### src/rtl/vend_ctrl_multi.sv
// vend_ctrl_multi: multi-item vending controller.
// Coins (1/2/5 units) accumulate into a saturating credit register. A product
// button vends the lowest selected item over a valid/ack handshake, and any
// remaining credit is returned one coin per handshake using greedy 5/2/1 selection.
// Credit is also exported as two registered BCD digits for the display.
// Optional feature macro: VEND_TIMEOUT_EN. When it is defined, a vend that is not
// acknowledged within TIMEOUT cycles is aborted, the item price is refunded, and
// vend_fault pulses.
module vend_ctrl_multi #(
    parameter int                            CREDIT_W   = 7,
    parameter int                            MAX_CREDIT = 99,
    parameter int                            NUM_ITEMS  = 4,
    parameter logic [NUM_ITEMS*CREDIT_W-1:0] PRICES     = {7'd25, 7'd20, 7'd15, 7'd10},
    parameter int                            TIMEOUT    = 1000,
    parameter int                            ITEM_W     = (NUM_ITEMS > 1) ? $clog2(NUM_ITEMS) : 1
) (
    input  logic                 clk,
    input  logic                 reset,
    input  logic                 r1,
    input  logic                 r2,
    input  logic                 r5,
    input  logic [NUM_ITEMS-1:0] sel,
    input  logic                 cancel,
    output logic [CREDIT_W-1:0]  credit,
    output logic [3:0]           bcd_tens,
    output logic [3:0]           bcd_ones,
    output logic                 coin_reject,
    output logic                 low_credit,
    output logic                 vend_valid,
    output logic [ITEM_W-1:0]    vend_item,
    input  logic                 vend_ack,
    output logic                 chg_valid,
    output logic [1:0]           chg_coin,
    input  logic                 chg_ack,
    output logic                 busy
`ifdef VEND_TIMEOUT_EN
    ,
    output logic                 vend_fault
`endif
);

    typedef enum logic [1:0] {
        S_IDLE    = 2'd0,
        S_COLLECT = 2'd1,
        S_VEND    = 2'd2,
        S_CHANGE  = 2'd3
    } state_t;

    state_t              state_reg, state_next;
    logic [CREDIT_W-1:0] credit_reg, credit_next;
    logic [3:0]          bcd_tens_reg, bcd_tens_next;
    logic [3:0]          bcd_ones_reg, bcd_ones_next;
    logic                r1_prev_reg, r2_prev_reg, r5_prev_reg;
    logic                coin_reject_reg, coin_reject_next;
    logic                low_credit_reg, low_credit_next;
    logic                vend_valid_reg, vend_valid_next;
    logic [ITEM_W-1:0]   vend_item_reg, vend_item_next;
    logic                chg_valid_reg, chg_valid_next;
    logic [1:0]          chg_coin_reg, chg_coin_next;

    // Unpacked view of the per-item price table.
    logic [CREDIT_W-1:0] price_arr [NUM_ITEMS];

    generate
        for (genvar gi = 0; gi < NUM_ITEMS; gi++) begin : g_price
            assign price_arr[gi] = PRICES[gi*CREDIT_W +: CREDIT_W];
        end
    endgenerate

    // Coin edges, the single accepted denomination, and whether it still fits.
    logic                e1, e2, e5;
    logic                coin_any, coin_multi, coin_fits;
    logic [CREDIT_W-1:0] coin_val;

    // Decode coin edges; the highest denomination wins and the rest are dropped.
    always_comb begin
        e1         = r1 & ~r1_prev_reg;
        e2         = r2 & ~r2_prev_reg;
        e5         = r5 & ~r5_prev_reg;
        coin_any   = e1 | e2 | e5;
        coin_multi = (e5 & (e2 | e1)) | (e2 & e1);
        coin_val   = '0;
        if (e5) begin
            coin_val = CREDIT_W'(5);
        end else if (e2) begin
            coin_val = CREDIT_W'(2);
        end else if (e1) begin
            coin_val = CREDIT_W'(1);
        end
        coin_fits = ({1'b0, credit_reg} + {1'b0, coin_val}) <= (CREDIT_W+1)'(MAX_CREDIT);
    end

    // Selection: the lowest set button index wins.
    logic                sel_any;
    logic [ITEM_W-1:0]   sel_idx;
    logic [CREDIT_W-1:0] sel_price;

    // Priority-encode the product buttons and look up the chosen price.
    always_comb begin
        sel_any = |sel;
        sel_idx = '0;
        for (int i = NUM_ITEMS - 1; i >= 0; i--) begin
            if (sel[i]) begin
                sel_idx = ITEM_W'(i);
            end
        end
        sel_price = price_arr[sel_idx];
    end

    // Greedy change choice and the value of the coin currently presented.
    logic [1:0]          greedy_code;
    logic [CREDIT_W-1:0] presented_val;

    // Pick the largest coin not exceeding credit; decode the presented coin.
    always_comb begin
        if (credit_reg >= CREDIT_W'(5)) begin
            greedy_code = 2'b11;
        end else if (credit_reg >= CREDIT_W'(2)) begin
            greedy_code = 2'b10;
        end else begin
            greedy_code = 2'b01;
        end
        case (chg_coin_reg)
            2'b11:   presented_val = CREDIT_W'(5);
            2'b10:   presented_val = CREDIT_W'(2);
            2'b01:   presented_val = CREDIT_W'(1);
            default: presented_val = '0;
        endcase
    end

`ifdef VEND_TIMEOUT_EN
    localparam int TO_W = $clog2(TIMEOUT + 1);
    logic [TO_W-1:0] timeout_cnt_reg, timeout_cnt_next;
    logic            vend_fault_reg, vend_fault_next;
    logic            timeout_hit;
    assign timeout_hit = vend_valid_reg && (timeout_cnt_reg == TO_W'(TIMEOUT - 1));
`endif

    // Next-state and registered-output logic for the controller FSM.
    always_comb begin
        state_next       = state_reg;
        credit_next      = credit_reg;
        vend_item_next   = vend_item_reg;
        vend_valid_next  = vend_valid_reg;
        chg_valid_next   = chg_valid_reg;
        chg_coin_next    = chg_coin_reg;
        coin_reject_next = coin_multi;
        low_credit_next  = 1'b0;
`ifdef VEND_TIMEOUT_EN
        vend_fault_next  = 1'b0;
`endif
        case (state_reg)
            S_IDLE: begin
                if (coin_any) begin
                    if (coin_fits) begin
                        credit_next = credit_reg + coin_val;
                        state_next  = S_COLLECT;
                    end else begin
                        coin_reject_next = 1'b1;
                    end
                end
            end
            S_COLLECT: begin
                if (cancel) begin
                    state_next       = S_CHANGE;
                    coin_reject_next = coin_any;
                end else if (sel_any && (credit_reg >= sel_price)) begin
                    credit_next      = credit_reg - sel_price;
                    vend_item_next   = sel_idx;
                    vend_valid_next  = 1'b1;
                    state_next       = S_VEND;
                    coin_reject_next = coin_any;
                end else begin
                    // A refused selection still lets a coin in this cycle.
                    low_credit_next = sel_any;
                    if (coin_any) begin
                        if (coin_fits) begin
                            credit_next = credit_reg + coin_val;
                        end else begin
                            coin_reject_next = 1'b1;
                        end
                    end
                end
            end
            S_VEND: begin
                coin_reject_next = coin_any;
                if (vend_valid_reg && vend_ack) begin
                    vend_valid_next = 1'b0;
                    state_next      = (credit_reg != '0) ? S_CHANGE : S_IDLE;
                end
`ifdef VEND_TIMEOUT_EN
                else if (timeout_hit) begin
                    credit_next     = credit_reg + price_arr[vend_item_reg];
                    vend_fault_next = 1'b1;
                    vend_valid_next = 1'b0;
                    state_next      = S_CHANGE;
                end
`endif
            end
            S_CHANGE: begin
                coin_reject_next = coin_any;
                if (chg_valid_reg) begin
                    if (chg_ack) begin
                        credit_next    = credit_reg - presented_val;
                        chg_valid_next = 1'b0;
                        chg_coin_next  = 2'b00;
                    end
                end else if (credit_reg == '0) begin
                    state_next = S_IDLE;
                end else begin
                    chg_valid_next = 1'b1;
                    chg_coin_next  = greedy_code;
                end
            end
            default: begin
                state_next = S_IDLE;
            end
        endcase
    end

    // Binary-to-BCD split of the current credit (credit never exceeds 99).
    always_comb begin
        bcd_tens_next = 4'd0;
        for (int t = 1; t < 10; t++) begin
            if (credit_reg >= CREDIT_W'(10 * t)) begin
                bcd_tens_next = 4'(t);
            end
        end
        bcd_ones_next = 4'(credit_reg - CREDIT_W'(bcd_tens_next) * CREDIT_W'(10));
    end

    // State, credit and output registers with asynchronous clear.
    always_ff @(posedge clk or negedge reset) begin
        if (!reset) begin
            state_reg       <= S_IDLE;
            credit_reg      <= '0;
            bcd_tens_reg    <= 4'd0;
            bcd_ones_reg    <= 4'd0;
            coin_reject_reg <= 1'b0;
            low_credit_reg  <= 1'b0;
            vend_valid_reg  <= 1'b0;
            vend_item_reg   <= '0;
            chg_valid_reg   <= 1'b0;
            chg_coin_reg    <= 2'b00;
        end else begin
            state_reg       <= state_next;
            credit_reg      <= credit_next;
            bcd_tens_reg    <= bcd_tens_next;
            bcd_ones_reg    <= bcd_ones_next;
            coin_reject_reg <= coin_reject_next;
            low_credit_reg  <= low_credit_next;
            vend_valid_reg  <= vend_valid_next;
            vend_item_reg   <= vend_item_next;
            chg_valid_reg   <= chg_valid_next;
            chg_coin_reg    <= chg_coin_next;
        end
    end

    // Previous coin-sensor levels for rising-edge detection.
    always_ff @(posedge clk or negedge reset) begin
        if (!reset) begin
            r1_prev_reg <= 1'b0;
            r2_prev_reg <= 1'b0;
            r5_prev_reg <= 1'b0;
        end else begin
            r1_prev_reg <= r1;
            r2_prev_reg <= r2;
            r5_prev_reg <= r5;
        end
    end

`ifdef VEND_TIMEOUT_EN
    // Clear the ack timeout on VEND entry, count while a vend is pending.
    always_comb begin
        timeout_cnt_next = timeout_cnt_reg;
        if (state_reg != S_VEND && state_next == S_VEND) begin
            timeout_cnt_next = '0;
        end else if (vend_valid_reg) begin
            timeout_cnt_next = timeout_cnt_reg + TO_W'(1);
        end
    end

    // Timeout counter and fault pulse registers.
    always_ff @(posedge clk or negedge reset) begin
        if (!reset) begin
            timeout_cnt_reg <= '0;
            vend_fault_reg  <= 1'b0;
        end else begin
            timeout_cnt_reg <= timeout_cnt_next;
            vend_fault_reg  <= vend_fault_next;
        end
    end

    assign vend_fault = vend_fault_reg;
`endif

    assign credit      = credit_reg;
    assign bcd_tens    = bcd_tens_reg;
    assign bcd_ones    = bcd_ones_reg;
    assign coin_reject = coin_reject_reg;
    assign low_credit  = low_credit_reg;
    assign vend_valid  = vend_valid_reg;
    assign vend_item   = vend_item_reg;
    assign chg_valid   = chg_valid_reg;
    assign chg_coin    = chg_coin_reg;
    assign busy        = (state_reg == S_VEND) || (state_reg == S_CHANGE);

endmodule

### config.mk
export PLATFORM = sky130hd
export DESIGN_NAME = vend_ctrl_multi
export DESIGN_NICKNAME = d
export VERILOG_FILES = /design/src/rtl/vend_ctrl_multi.sv
export SDC_FILE = /design/constraint.sdc
export NUM_CORES = 1
export LEC_CHECK = 0
export CORE_ASPECT_RATIO = 1.25
export CORE_MARGIN = 10
export CORE_UTILIZATION = 40
export DETAILED_ROUTE_END_ITERATION = 10
export SYNTH_ARGS = -nofsm -noshare
export SYNTH_HDL_FRONTEND = slang
export SYNTH_SLANG_ARGS = --single-unit
### constraint.sdc
create_clock -name clk -period 5.05 [get_ports clk]
set_clock_uncertainty 0.05 [all_clocks]
set_input_delay 0.7575 -clock clk [delete_from_list [all_inputs] [get_ports clk]]
set_output_delay 0.7575 -clock clk [all_outputs]
set_load 0.005 [all_outputs]
==> results of run 1 <==
[placed cells by master (no fill, tap or decap), types with 4 or more instances in the layout]
master           count
clkdlybuf4s50_1     35
dfrtp_1             28
nand2_1             24
inv_1               22
a21oi_1             22
nor2_1              21
o21ai_0             17
ha_1                13
nand2b_1             8
o22ai_1              8
a31oi_1              8
xnor2_1              7
a21o_1               6
nand3_1              6
nor3_1               5
xor2_1               5
a211oi_1             5
o31ai_1              5
nand3b_1             4
nand4_1              4
fa_1                 4
clkbuf_8             4
[area by class of cell]
type | instances | area (um2)
fillers | 603 | 3150
multi-input cells | 229 | 1660
flip-flops and latches | 28 | 701
repair buffers | 38 | 373
well taps | 85 | 106
inverters | 22 | 82.6
clock buffers | 4 | 55.1
[per-stage QoR]
| stage | instances | total power [uW] | setup slack (ps) | hold slack, ps |
|---|---|---|---|---|
| floorplan | 294 | 1460 | 1760 | 412 |
| global placement | 402 | 1880 | 1190 | 438 |
| detailed placement | 402 | 1890 | 1180 | 427 |
| CTS | 406 | 2050 | 1470 | 457 |
| global route | 406 | 2240 | 1270 | 472 |
| finish | 406 | 2040 | 1460 | 455 |
[layer usage]
| metal | part of all wire [%] | routed length, um |
|---|---|---|
| met1 | 43 | 3000 |
| met3 | 6.2 | 432 |
| met2 | 48 | 3320 |
| met5 | 0 | 0 |
| met4 | 2.3 | 157 |
[report_power, final]
group	switching, uW	leakage [uW]	internal [uW]
Sequential	207	0.000328	323
Combinational	730	0.000880	636
Clock	77.1	0.0000288	70.0
[final timing paths]
check	slack [ps]	endpoint	start
setup reg to reg	2000	credit[3]	r1_prev_reg
hold reg to reg	460	vend_item[0]	vend_item[0]
max in group asynchronous	3870	bcd_tens[3]	reset
min in group asynchronous	800	chg_valid	reset
setup / recovery	1460	credit[3]	r2
hold / removal	460	vend_item[0]	vend_item[0]
[logic make-up after synthesis]
group	count (synthesis)	share of synthesized area, %
XOR/XNOR	12	4.19
AO/OA/AOI/OAI	106	30.7
multiplexers	3	1.35
flip-flops	28	27.9
buffers and inverters	37	5.89
AND/OR/NAND/NOR	90	19.8
adder cells (fa/ha/maj)	18	10.1
[worst reg2reg max path: cells and delay by family, from the launching register on]
family | cells | cell delay (ps)
buffers and inverters | 1 | 60
AO/OA/AOI/OAI | 5 | 1160
adder cells (fa/ha/maj) | 2 | 590
flip-flops | 1 | 370
AND/OR/NAND/NOR | 3 | 670
==> flow_summary.yaml, run 1 <==
status:
  status: "finished clean"
synth:
  syn_area_um2: 2510
  async_reset_ff_share_pct: 100
  yosys.area.top_type: "dfrtp_1"
  yosys-top-cells-count: "dfrtp_1, nand2_1, a21oi_1, inv_1, nor2_1"
  synth_area_leaders: "dfrtp_1, ha_1, a21oi_1, nand2_1, o21ai_0"
  syn_area_per_cell_um2: 8.53
  yosysMostFrequentCell: "dfrtp_1"
  syn-num-nets: 323
  synth-edff-count: 0
  synth_cell_types: 66
  ys_warn_count: 0
  synth_seq_cells: 28
  ys_seq_area_share_pct: 27.9
  netlist.area_leader.share_pct: 27.9
  synth_top_flop_cell: "dfrtp_1"
  syn_inst: 294
sta:
  rsz0062_at_grt: "no"
  period_share_pct: 71.1
  setup_viol: 0
  fmax_mhz: 279
  worst_slew_pin_slew_ps: 851
  setup_tns_ps: 0
  finalMaxSlewViolations: 0
  fin_crit_ps: 3590
  hold_violations: 0
  slew-limit-headroom_pct: 43.3
power:
  ir_drop_mv: 0.301
  power_leakage_uw: 0.00124
  p_per_area_nw_per_um2: 686
routing:
  firstDrtPassIters: 5
  dr_total_vias: 2348
  ant_nets: 0
  wl_per_cell_um: 17.0
  viasPerCell: 5.78
  wirelength_um: 6920
  drc: 0
  initialDrtViolationCount: 179
global_routing:
  grt_pass1_wl_um: 11300
  overflow: 0
  grt_max_degree: 29
  grt_util_met3_pct: 2.77
  grtUsageMet2_pct: 23.7
  grt_pass1_vias: 2250
  grt-busiest-layer: "met2"
  antenna_found_initial: 0
  grtUsageTotal_pct: 13.8
  gr-usage-met1_pct: 16.6
worst_setup_path:
  reg2reg_depth: 11
  worstSetupStartpointType: "primary input"
  crit_type: "primary input to flop"
  cp_top_family: "compound AO/OA/AOI/OAI gates"
  cp.depth: 12
  cp_slowest_stage_delay_ps: 430
  crit_required_ps: 5140
  crit_path_top_delay_cell: "clkdlybuf4s50_1"
  crit_path_max_fanout: 7
  cp_data_arrival_time_ps: 3680
  setup.worst_path.end_class: "flop"
  path_cells: "clkdlybuf4s50_1, nor2b_1, o21ai_0, ha_1, inv_1, fa_1, nand2b_2, a211o_1, o211a_1, and2_1, o311ai_1, o211ai_1"
  critPathBufInv: 2
die:
  fp-row-count: 32
  die_y_um: 109
  start_util_pct: 40.9
  pin_count: 36
  core_um2: 6130
  die_width_um: 90.8
  die-area_um2: 9860
cts:
  cts_root_buf: "clkbuf_8"
  cts_sinks: 28
  clock_path_buffers: 2
  cts_tree: "yes"
  h-tree-depth: 1
  cts_setup_buffers: 0
  clk_latency_ps: 280
  ctsHoldBuffers: 0
  clk_pin_slew_worst_paths_ps: 100
  cts_made_buffers: 3
  cts_resized: 0
finish:
  layout-drive-gt1-share_pct: 7.48
  design_area_um2: 2980
  nNetsFinal: 351
  area_growth_syn_to_layout_pct: 18.7
  utilization_pct: 48.6
  diodes: 0
  largest_register_ffs: 7
hold_path:
  hold_depth: 1
  hold_class: "flop to flop"
placement:
  io_buffers: 35
  hpwl_um: 5130
  gp_congestion: 0.861
  place_area_um2: 2920
flow_run:
  cap_viol_max_count: 0
Note: power is estimated with default switching activity, not from simulation.
==> run 2: changes to the inputs <==
- clock period: 5.05 -> 3.3 ns (I/O delays scaled with it)
==> flow_summary.yaml, run 2 (synthesized netlist as in run 1, its figures left out) <==
power:
  ir_drop_mv: 0.475
  power_uw: 3250
  p_per_area_nw_per_um2: 1030
  power_leakage_uw: 0.00135
routing:
  initialDrtViolationCount: 260
  firstDrtPassIters: 5
  wl_per_cell_um: 16.1
  viasPerCell: 5.57
  wirelength_um: 6910
  drc: 0
  ant_nets: 0
  dr_total_vias: 2391
die:
  core_um2: 6130
  fp-row-count: 32
  pin_count: 36
  die_y_um: 109
  die_width_um: 90.8
  die-area_um2: 9860
  start_util_pct: 40.9
sta:
  finalMaxSlewViolations: 0
  fmax_mhz: 315
  hold_violations: 0
  period_share_pct: 96.2
  setup_ws_ps: 124
  worst_slew_pin_slew_ps: 799
  rsz0062_at_grt: "yes"
  slew-limit-headroom_pct: 46.7
  fin_crit_ps: 3180
  setup_viol: 0
  setup_tns_ps: 0
finish:
  fillers: 606
  nNetsFinal: 375
  final_cell_mix: "clkdlybuf4s50_1, dfrtp_1, buf_4"
  area_growth_syn_to_layout_pct: 25.6
  design_area_um2: 3150
  layout-drive-gt1-share_pct: 14.2
  largest_register_ffs: 7
  fin_cells: 429
  register_area_um2: 701
  diodes: 0
  final_common_cell: "clkdlybuf4s50_1"
  multi_input_area_um2: 1670
cts:
  h-tree-depth: 1
  clk_latency_ps: 280
  clk_pin_slew_worst_paths_ps: 100
  clock_path_buffers: 2
  cts_sinks: 28
  cts_root_buf: "clkbuf_8"
  cts_made_buffers: 3
  cts_tree: "yes"
  ctsHoldBuffers: 0
placement:
  hpwl_um: 5430
  placed_cells: 426
  gp_congestion: 0.894
  place_area_um2: 3100
  io_buffers: 35
  place_ws_ps: -222
worst_setup_path:
  reg2reg_depth: 11
  cp_top_family: "compound AO/OA/AOI/OAI gates"
  endpoint: "credit[3]"
  r2r-end: "credit[3]"
  cp_data_arrival_time_ps: 3260
  crit_path_top_delay_cell: "clkdlybuf4s50_1"
  path_cells: "clkdlybuf4s50_1, nor2b_1, o21ai_1, ha_1, inv_1, fa_1, nand2b_2, a211o_1, o211a_1, and2_2, o311ai_1, o211ai_1"
  cp_slowest_stage_delay_ps: 430
  cp.depth: 12
  setup.worst_path.end_class: "flop"
  crit_path_max_fanout: 6
  worstSetupStartpointType: "primary input"
  startpoint: "r2"
  crit_type: "primary input to flop"
  crit_required_ps: 3390
  r2r_start: "r1_prev_reg"
  r2r_slack_ps: 430
  critPathBufInv: 2
flow_run:
  cap_viol_max_count: 0
global_routing:
  grt_pass1_vias: 2353
  overflow: 0
  antenna_found_initial: 0
  grt_max_degree: 29
  grtUsageTotal_pct: 14.3
  grt_pass1_wl_um: 11700
hold_path:
  hold_class: "flop to flop"
  min_from: "vend_item[1]"
status:
  status: "finished clean"
-- run 2: cell types whose count changed in the layout (fill, tap and decap cells not counted) --
cell	before	now
and2_1	3	2
buf_4	3	27
a2111oi_0	1	0
a2111oi_2	1	2
and2_2	0	1
clkbuf_8	4	3
o21ai_1	3	4
o21ai_0	17	16
-- run 2: final cells by class --
class	count	share of cell area, %
multi-input cells	229	52.9
well taps	85	3.38
inverters	22	2.62
clock buffers	3	1.31
repair buffers	62	17.6
flip-flops and latches	28	22.2
-- run 2: worst min path at each step --
stage                              end  cells past startpoint
after floorplan            bcd_ones[0]                      0
after global placement    vend_item[0]                      1
after detailed placement  vend_item[0]                      1
after CTS                 vend_item[0]                      1
after global routing      vend_item[0]                      1
final                     vend_item[1]                      1
-- run 2: through the flow --
stage               util, %  hold slack (ps)
finish                 51.4              450
global route           51.4              473
CTS                    51.3              459
detailed placement     50.6              430
global placement       50.6              425
floorplan                 -              149
-- run 2: per-layer routing --
layer	wire length [um]	global-route usage, %
met1	3180	17.8
met5	0	0
met2	3310	24.6
met4	106	4.71
met3	315	2.43
-- run 2: timing repair --
item,4_1_cts,5_1_grt
gates resized for setup,0,4
setup endpoints to repair,0,5
buffers inserted,0,0
-- run 2: power by group --
| group | internal (uW) | leakage (uW) | switching, uW |
|---|---|---|---|
| sequential | 496 | 0.000328 | 262 |
| clock | 82.3 | 0.0000216 | 114 |
| combinational | 1100 | 0.000998 | 1200 |
